$ cat config.mk
export PLATFORM = sky130hd
export DESIGN_NAME = codec_dac_serializer
export DESIGN_NICKNAME = d
export VERILOG_FILES = /design/src/rtl/codec_audio_pkg.sv /design/src/rtl/codec_bclk_gen.sv /design/src/rtl/codec_dac_serializer.sv
export SDC_FILE = /design/constraint.sdc
export NUM_CORES = 1
export LEC_CHECK = 0
export BUFFER_PORTS_ARGS = -buffer_cell sky130_fd_sc_hd__buf_4
export CORE_ASPECT_RATIO = 0.8
export CORE_MARGIN = 5
export CORE_UTILIZATION = 59
export CTS_BUF_LIST = sky130_fd_sc_hd__clkbuf_8
export DETAILED_ROUTE_END_ITERATION = 7
export PLACE_DENSITY_LB_ADDON = 0.1
export SYNTH_ARGS = -nofsm -noshare
export SYNTH_HDL_FRONTEND = slang
export SYNTH_SLANG_ARGS = --single-unit
$ cat constraint.sdc
create_clock -name clk -period 2.4 [get_ports clk]
set_input_delay 0.72 -clock clk [delete_from_list [all_inputs] [get_ports clk]]
set_output_delay 0.72 -clock clk [all_outputs]
set_load 0.01 [all_outputs]
$ cat src/rtl/codec_audio_pkg.sv
// codec_audio_pkg
// Shared constants and types for the codec DAC serializer.
//   SAMPLE_W   : width of one mono audio sample
//   SLOT_W     : bit clocks per left/right slot
//   FRAME_BITS : bit clocks per full left+right frame
//   CNT_W      : width of the frame bit counter
//   DIV_W      : width of the bit-clock divider counter (BCLK_DIV <= 255)
//   codec_state_t : serializer run state (IDLE / RUN)
package codec_audio_pkg;

    localparam int SAMPLE_W   = 20;
    localparam int SLOT_W     = 32;
    localparam int FRAME_BITS = 64;
    localparam int CNT_W      = $clog2(FRAME_BITS);
    localparam int DIV_W      = 8;

    typedef enum logic {
        IDLE = 1'b0,
        RUN  = 1'b1
    } codec_state_t;

endpackage

$ cat src/rtl/codec_bclk_gen.sv
// codec_bclk_gen
// Divides clk down to the codec bit clock and flags its edges.
//   clk      : system clock
//   reset_n  : asynchronous active-low reset
//   run      : 1 = divider counts; 0 = divider cleared and bclk held low
//   bclk     : registered bit clock, half-period of BCLK_DIV clk cycles
//   rise_stb : high in the clk cycle whose closing edge drives bclk 0->1
//   fall_stb : high in the clk cycle whose closing edge drives bclk 1->0
// The strobes are combinational look-ahead so the consumer can update its
// own registers on exactly the same edge that moves bclk.
module codec_bclk_gen
    import codec_audio_pkg::*;
#(
    parameter int BCLK_DIV = 4
)
(
    input  logic clk,
    input  logic reset_n,
    input  logic run,
    output logic bclk,
    output logic rise_stb,
    output logic fall_stb
);

    localparam logic [DIV_W-1:0] DIV_LAST = DIV_W'(BCLK_DIV - 1);

    logic [DIV_W-1:0] div_reg;
    logic [DIV_W-1:0] div_next;
    logic             bclk_reg;
    logic             bclk_next;
    logic             wrap;

    always_comb begin
        wrap      = run && (div_reg == DIV_LAST);
        div_next  = div_reg;
        bclk_next = bclk_reg;
        if (!run) begin
            div_next  = '0;
            bclk_next = 1'b0;
        end else if (wrap) begin
            div_next  = '0;
            bclk_next = ~bclk_reg;
        end else begin
            div_next  = div_reg + DIV_W'(1);
        end
    end

    always_ff @(posedge clk or negedge reset_n) begin
        if (!reset_n) begin
            div_reg  <= '0;
            bclk_reg <= 1'b0;
        end else begin
            div_reg  <= div_next;
            bclk_reg <= bclk_next;
        end
    end

    assign bclk     = bclk_reg;
    assign rise_stb = wrap & ~bclk_reg;
    assign fall_stb = wrap & bclk_reg;

endmodule

$ cat src/rtl/codec_dac_serializer.sv
// codec_dac_serializer
// I2S-style serializer feeding a mono sample to both codec DAC slots.
//   clk         : system clock
//   reset_n     : asynchronous active-low reset
//   enable      : run request (level); sampled only at frame boundaries
//   sample_in   : 20-bit two's-complement sample from the data PIO
//   aud_bclk    : codec bit clock
//   aud_daclrck : word select, 0 = left slot, 1 = right slot
//   aud_dacdat  : serial data, MSB first with a one-bit I2S delay
//   sample_tick : one-clk pulse on the clk that captures sample_in
//   busy        : high while running
// All codec outputs change on the clk where aud_bclk falls, so the codec
// sees stable data on every rising bit-clock edge.
module codec_dac_serializer
    import codec_audio_pkg::*;
#(
    parameter int BCLK_DIV = 4
)
(
    input  logic                clk,
    input  logic                reset_n,
    input  logic                enable,
    input  logic [SAMPLE_W-1:0] sample_in,
    output logic                aud_bclk,
    output logic                aud_daclrck,
    output logic                aud_dacdat,
    output logic                sample_tick,
    output logic                busy
);

    localparam logic [CNT_W-1:0] FRAME_LAST = CNT_W'(FRAME_BITS - 1);

    codec_state_t        state_reg;
    codec_state_t        state_next;
    logic [CNT_W-1:0]    bit_cnt_reg;
    logic [CNT_W-1:0]    bit_cnt_next;
    logic [SAMPLE_W-1:0] shadow_reg;
    logic [SAMPLE_W-1:0] shadow_next;
    logic                lrck_reg;
    logic                lrck_next;
    logic                dat_reg;
    logic                dat_next;
    logic                tick_reg;
    logic                tick_next;

    logic                bclk_run;
    logic                bclk_fall;
    // Data only moves on falling bit-clock edges; the rise strobe has no user here.
    logic                bclk_rise_unused;

    // Slot image: position 0 is the I2S delay bit, 1..20 carry the shadow
    // MSB first, the rest of the slot is zero padding.
    logic [SLOT_W-1:0]   slot_bits;

    genvar gi;
    generate
        for (gi = 0; gi < SLOT_W; gi++) begin : g_slot
            if (gi >= 1 && gi <= SAMPLE_W) begin : g_data
                assign slot_bits[gi] = shadow_reg[SAMPLE_W - gi];
            end else begin : g_pad
                assign slot_bits[gi] = 1'b0;
            end
        end
    endgenerate

    assign bclk_run = (state_reg == RUN);

    codec_bclk_gen #(
        .BCLK_DIV (BCLK_DIV)
    ) u_bclk_gen (
        .clk      (clk),
        .reset_n  (reset_n),
        .run      (bclk_run),
        .bclk     (aud_bclk),
        .rise_stb (bclk_rise_unused),
        .fall_stb (bclk_fall)
    );

    always_comb begin
        state_next   = state_reg;
        bit_cnt_next = bit_cnt_reg;
        shadow_next  = shadow_reg;
        lrck_next    = lrck_reg;
        dat_next     = dat_reg;
        tick_next    = 1'b0;

        case (state_reg)
            IDLE: begin
                // Parked at the last bit so the first falling edge in RUN
                // wraps to 0 and loads the first sample.
                bit_cnt_next = FRAME_LAST;
                lrck_next    = 1'b0;
                dat_next     = 1'b0;
                if (enable) begin
                    state_next = RUN;
                end
            end
            RUN: begin
                if (bclk_fall) begin
                    if (bit_cnt_reg == FRAME_LAST) begin
                        lrck_next = 1'b0;
                        dat_next  = 1'b0;
                        if (!enable) begin
                            state_next   = IDLE;
                            bit_cnt_next = FRAME_LAST;
                        end else begin
                            bit_cnt_next = '0;
                            shadow_next  = sample_in;
                            tick_next    = 1'b1;
                        end
                    end else begin
                        bit_cnt_next = bit_cnt_reg + CNT_W'(1);
                        lrck_next    = bit_cnt_next[CNT_W-1];
                        dat_next     = slot_bits[bit_cnt_next[CNT_W-2:0]];
                    end
                end
            end
        endcase
    end

    always_ff @(posedge clk or negedge reset_n) begin
        if (!reset_n) begin
            state_reg   <= IDLE;
            bit_cnt_reg <= FRAME_LAST;
            shadow_reg  <= '0;
            lrck_reg    <= 1'b0;
            dat_reg     <= 1'b0;
            tick_reg    <= 1'b0;
        end else begin
            state_reg   <= state_next;
            bit_cnt_reg <= bit_cnt_next;
            shadow_reg  <= shadow_next;
            lrck_reg    <= lrck_next;
            dat_reg     <= dat_next;
            tick_reg    <= tick_next;
        end
    end

    assign aud_daclrck = lrck_reg;
    assign aud_dacdat  = dat_reg;
    assign sample_tick = tick_reg;
    assign busy        = (state_reg == RUN);

endmodule

; Word level (Yosys, flattened, before mapping)
; Index checks and enable logic that the tools add are counted.
[totals]
register_bits = 39
output_inout_bits = 5
wordCells = 43
[classes]
add_sub_neg = 2
order_cmp = 1
n_eq_ne = 4
n_mux = 23
n_bitwise = 3
reduce_logical = 2
[op_table]
columns = operator, count
row1 = 6-bit two-way mux, 3
row2 = 8-bit two-way mux, 2
row3 = 1-bit two-way mux, 13
row4 = 6-bit one-hot mux with 2 select lines, 1
row5 = "8-bit by 1-bit adder with 8-bit output, second input constant", 1
row6 = "8-bit by 2-bit equality test with 1-bit output, second input constant", 1
row7 = "6-bit by 1-bit adder with 6-bit output, second input constant", 1
row8 = "6-bit equality test, second input constant", 1
row9 = "5-bit by 6-bit < comparator with 1-bit output, second input constant", 1
row10 = 1-bit one-hot mux with 2 select lines, 3
row11 = 1-bit binary-select mux with 5-bit select, 1
row12 = "2-bit by 1-bit inequality test with 1-bit output, second input constant", 2
row13 = 4-bit AND reduction, 1
row14 = 1-bit inverter, 2
row15 = 1-bit AND, 1
row16 = 1-bit logical AND, 1

; Depth between registers and ports, before layout
[depth]
ltp_word = 6
ltp_mapped = 6
mapped_depth_nobuf = 5

; Cells and area by module
; A second synthesis with hierarchy kept.
[hier_totals]
cells_unflattened = 161
area_unflattened_um2 = 2000.7
[modules_own_cells]
columns = module, instances, cells_each, area_per_inst_um2
row1 = codec_dac_serializer, 1, 116, 1562.7
row2 = codec_bclk_gen, 1, 45, 437.9

; Worst setup path after synthesis
; No wires, ideal clock.
[synth_path]
path_type = reg-to-reg
from = reg bit_cnt_reg[0]
to = reg shadow_reg[0]
arrival_time_ns = 1.823
t_required_ns = 2.275
path_slack_ns = 0.452
stages_incl_launch_ff = 7
path_buffers = 2
path_cell_list = dfstp_2 > ha_1 > clkbuf_2 > nand4_1 > nor3_4 > buf_6 > mux2_4
[synth_between]
elab_chain_cells = 2
[synth_lines]
columns = element, line_no
row1 = "start, declared", codec_dac_serializer.sv:35  ; logic [CNT_W-1:0] bit_cnt_reg;
row2 = "start signal, assigned", codec_dac_serializer.sv:131  ; bit_cnt_reg <= bit_cnt_next;
row3 = 6-bit equality test, codec_dac_serializer.sv:100  ; if (bit_cnt_reg == FRAME_LAST) begin
row4 = 4-bit AND reduction (no line), -
row5 = "end signal, assigned", codec_dac_serializer.sv:132  ; shadow_reg <= shadow_next;
row6 = "end, declared", codec_dac_serializer.sv:37  ; logic [SAMPLE_W-1:0] shadow_reg;
; No other way between the ends.
; A chain may end at the register's enable or synchronous reset.

; Final worst setup path
[layout_path]
from = reg u_bclk_gen.div_reg[0]
to = reg shadow_reg[16]
[layout_between]
elab_chain_cells = 4
[layout_lines]
columns = element, line_no
row1 = "start, declared", codec_bclk_gen.sv:27  ; logic [DIV_W-1:0] div_reg;
row2 = "start signal, assigned", codec_bclk_gen.sv:53  ; div_reg <= div_next;
row3 = 8-bit by 2-bit equality test with 1-bit output, codec_bclk_gen.sv:34  ; wrap = run && (div_reg == DIV_LAST);
row4 = 1-bit logical AND, codec_bclk_gen.sv:34
row5 = 1-bit AND, codec_bclk_gen.sv:60  ; assign fall_stb = wrap & bclk_reg;
row6 = 4-bit AND reduction (no line), -
; No other way between the ends.

==> impl_results.md <==
- Status: finished, final reports clean
- Gr ovfl total: 0
- Fin util: 71.44%
- Reg2reg end: shadow_reg[16]$_DFFE_PN0P_
- Placement row count: 19
- Nets: 215
- CTS tree: done
- Req. time, crit path: 2580 ps
- Half-perimeter wire length after placement: 2.709 mm
- Max H-tree Level: 2
- Sink Count: 39
- Reg2reg path depth: 6
- Initial DRC count: 101
- Core Box Area: 3400 sq um
- Most common cell after layout, fill and taps aside: dfrtp_1
- Initial antenna violation count: 0
- Die area: 4790 sq um
- Starting density of the core: 60.73%
- Final wirelength: 3.792 mm
- CTS Buffer Depth: 2
- Vias: 1349
- Net Count, Synth: 184
- Max-slew violation total from the final report: 0
- Clock transition at the registers of the reported paths: 80 ps
- GPL Wtd Cong: 0.9070
- Syn_area_per_cell: 12.98 sq um
- Vias/cell: 5.790
- Drt drc: 0
- Register bit total from synthesis: 39
- WL per Instance: 16.27 um
- Peak supply drop: 545.6 uV
- Final setup violation count: 0
- Post-synth EDFFs: 0
- Critical path endpoint category: flip-flop
- Post-CTS Setup Bufs: 0
- Die width: 76.14 um
- CP Launch Type: flip-flop
- Largest net degree at the start of global routing: 40
- Final Power: 2.837 mW
- Die Ht: 62.91 um
- IO Pins: 28
- Top_reg_cell synth: dfrtp_1
- Share of layout cells above drive strength 1: 38.22%
- Synth async-reset ratio: 100.0%
- Seq/Total Area, Yosys: 47.64%
- Number of distinct library cells after synthesis: 42
- Commonest cells after routing, fill and taps aside: dfrtp_1 (33), buf_4 (31), mux2_4 (19)
- FF-to-FF Start: u_bclk_gen.div_reg[0]$_DFF_PN0_
- Ys Warns: 0
- Number of global-route vias before repair: 1420
- Cts repair resizes: 0
- Drt pass-1 iters: 4
- Critical path class: reg2reg
- RSZ-0062 raised after global routing: false
- Area contributors post-synth: dfrtp_1 (40%), mux2_4 (14%), dfstp_2 (7.6%)
- Total global-route track usage: 17.40%
- Final Hold Fails: 0
- Crit path DAT: 2330 ps
- Cell taking the most area after synthesis: dfrtp_1
- Worst min path class: in2async
- Synth top area share: 40.00%
- Fmax: 464.0 MHz
- Power per cell area: 1168 nW/um^2
- Fin crit period: 2155 ps
- Worst slew pin tran: 511.4 ps
- Tcrit/Tclk final: 89.79%
- Global-route wire length before repair: 6.699 mm
- Setup TNS: 0 ps
- Ant. Diodes: 0
- CTS root buf: clkbuf_8
- Clk_lat worst skew: 290 ps
- Synthesized area: 2064 sq um
- Number of flip-flops in the largest register: 20
- Mapped Cells: 159
- Worst Path Max Fanout: 9
- Final Skew: 7.680 ps
- Worst rel slew slack: 65.66%
- Max-capacitance violation count: 0
- Buffers on Ports: 27
- CTS Hold Buffers Added: 0
- Worst reg-to-reg setup slack: 240 ps
- Routed Antenna Nets: 0
- Num CTS Buffers: 5
- Synth-to-Final Area Change: 17.64%
- Leakage power: 1.135 nW
-- synthesized netlist by cell type (2+ instances only) --
library cell	count
mux4_1	4
nor3_1	5
buf_6	3
dfrtp_1	33
a21oi_1	4
xor2_1	6
nand2_1	7
nor2_1	12
nand3_1	12
dfstp_2	6
mux2_4	19
ha_1	2
mux2i_1	3
xnor2_1	3
and3_1	5
inv_1	2
clkbuf_1	2
o21ai_0	7
-- where the power goes --
part,switching (mW),total (mW),internal [mW]
Sequential,0.217,1.12,0.907
Combinational,0.554,1.15,0.597
Clock,0.226,0.562,0.336
-- worst max path at each step --
stage | from | to | slack, ps
floorplan | bit_cnt_reg[0]$_DFFE_PN1P_ | shadow_reg[0]$_DFFE_PN0P_ | 450
global placement | u_bclk_gen.div_reg[0]$_DFF_PN0_ | shadow_reg[16]$_DFFE_PN0P_ | 330
detailed placement | u_bclk_gen.div_reg[0]$_DFF_PN0_ | shadow_reg[13]$_DFFE_PN0P_ | 270
CTS | u_bclk_gen.div_reg[0]$_DFF_PN0_ | shadow_reg[16]$_DFFE_PN0P_ | 250
global route | u_bclk_gen.div_reg[0]$_DFF_PN0_ | shadow_reg[15]$_DFFE_PN0P_ | 80
finish | u_bclk_gen.div_reg[0]$_DFF_PN0_ | shadow_reg[16]$_DFFE_PN0P_ | 240
-- final cells by class --
cell class | count | area (sq um)
clock buffers | 6 | 82.58
repair buffers | 32 | 252.7
multi-input cells | 110 | 1015
fillers | 240 | 970.9
inverters | 2 | 7.507
well taps | 42 | 52.55
flip-flops and latches | 39 | 983.4
clock inverters | 2 | 35.03
-- through the flow --
stage / instance area (sq um) / setup WS (ps) / std cells / hold WS [ps]
3_3_place_gp: 2311 / 328.0 / 225 / 487.1
4_1_cts: 2429 / 245.8 / 233 / 403.4
3_5_place_dp: 2311 / 273.2 / 225 / 488.5
5_1_grt: 2429 / 75.95 / 233 / 435.6
2_1_floorplan: 2064 / 451.7 / 159 / 424.4
6_report: 2429 / 245.0 / 233 / 387.7
-- cells by family after synthesis --
group | Yosys count | synth area share [%]
muxes | 27 | 20.91
AOI/OAI and AO/OA | 19 | 6.728
xor gates and xnor gates | 10 | 5.152
and+or+nand+nor | 52 | 15.15
buffers and inverters | 10 | 3.212
adders and majority gates | 2 | 1.212
DFF | 39 | 47.64
-- worst max-delay path: stages, from the launching register on --
cell and delay, ps:
dfrtp_1 400, ha_1 240, nor3b_2 310, nand3_4 180, nor3_4 380, buf_4 230
mux2_4 300
-- per-layer routing --
| layer | track usage [%] | wire [um] | part of all wire (%) |
|---|---|---|---|
| met5 | 0 | 0 | 0 |
| met4 | 6.987 | 64 | 1.7 |
| met3 | 5.476 | 140 | 3.7 |
| met2 | 26.39 | 1745 | 46 |
| met1 | 23.18 | 1841 | 49 |
(Power assumes the default switching activity.)
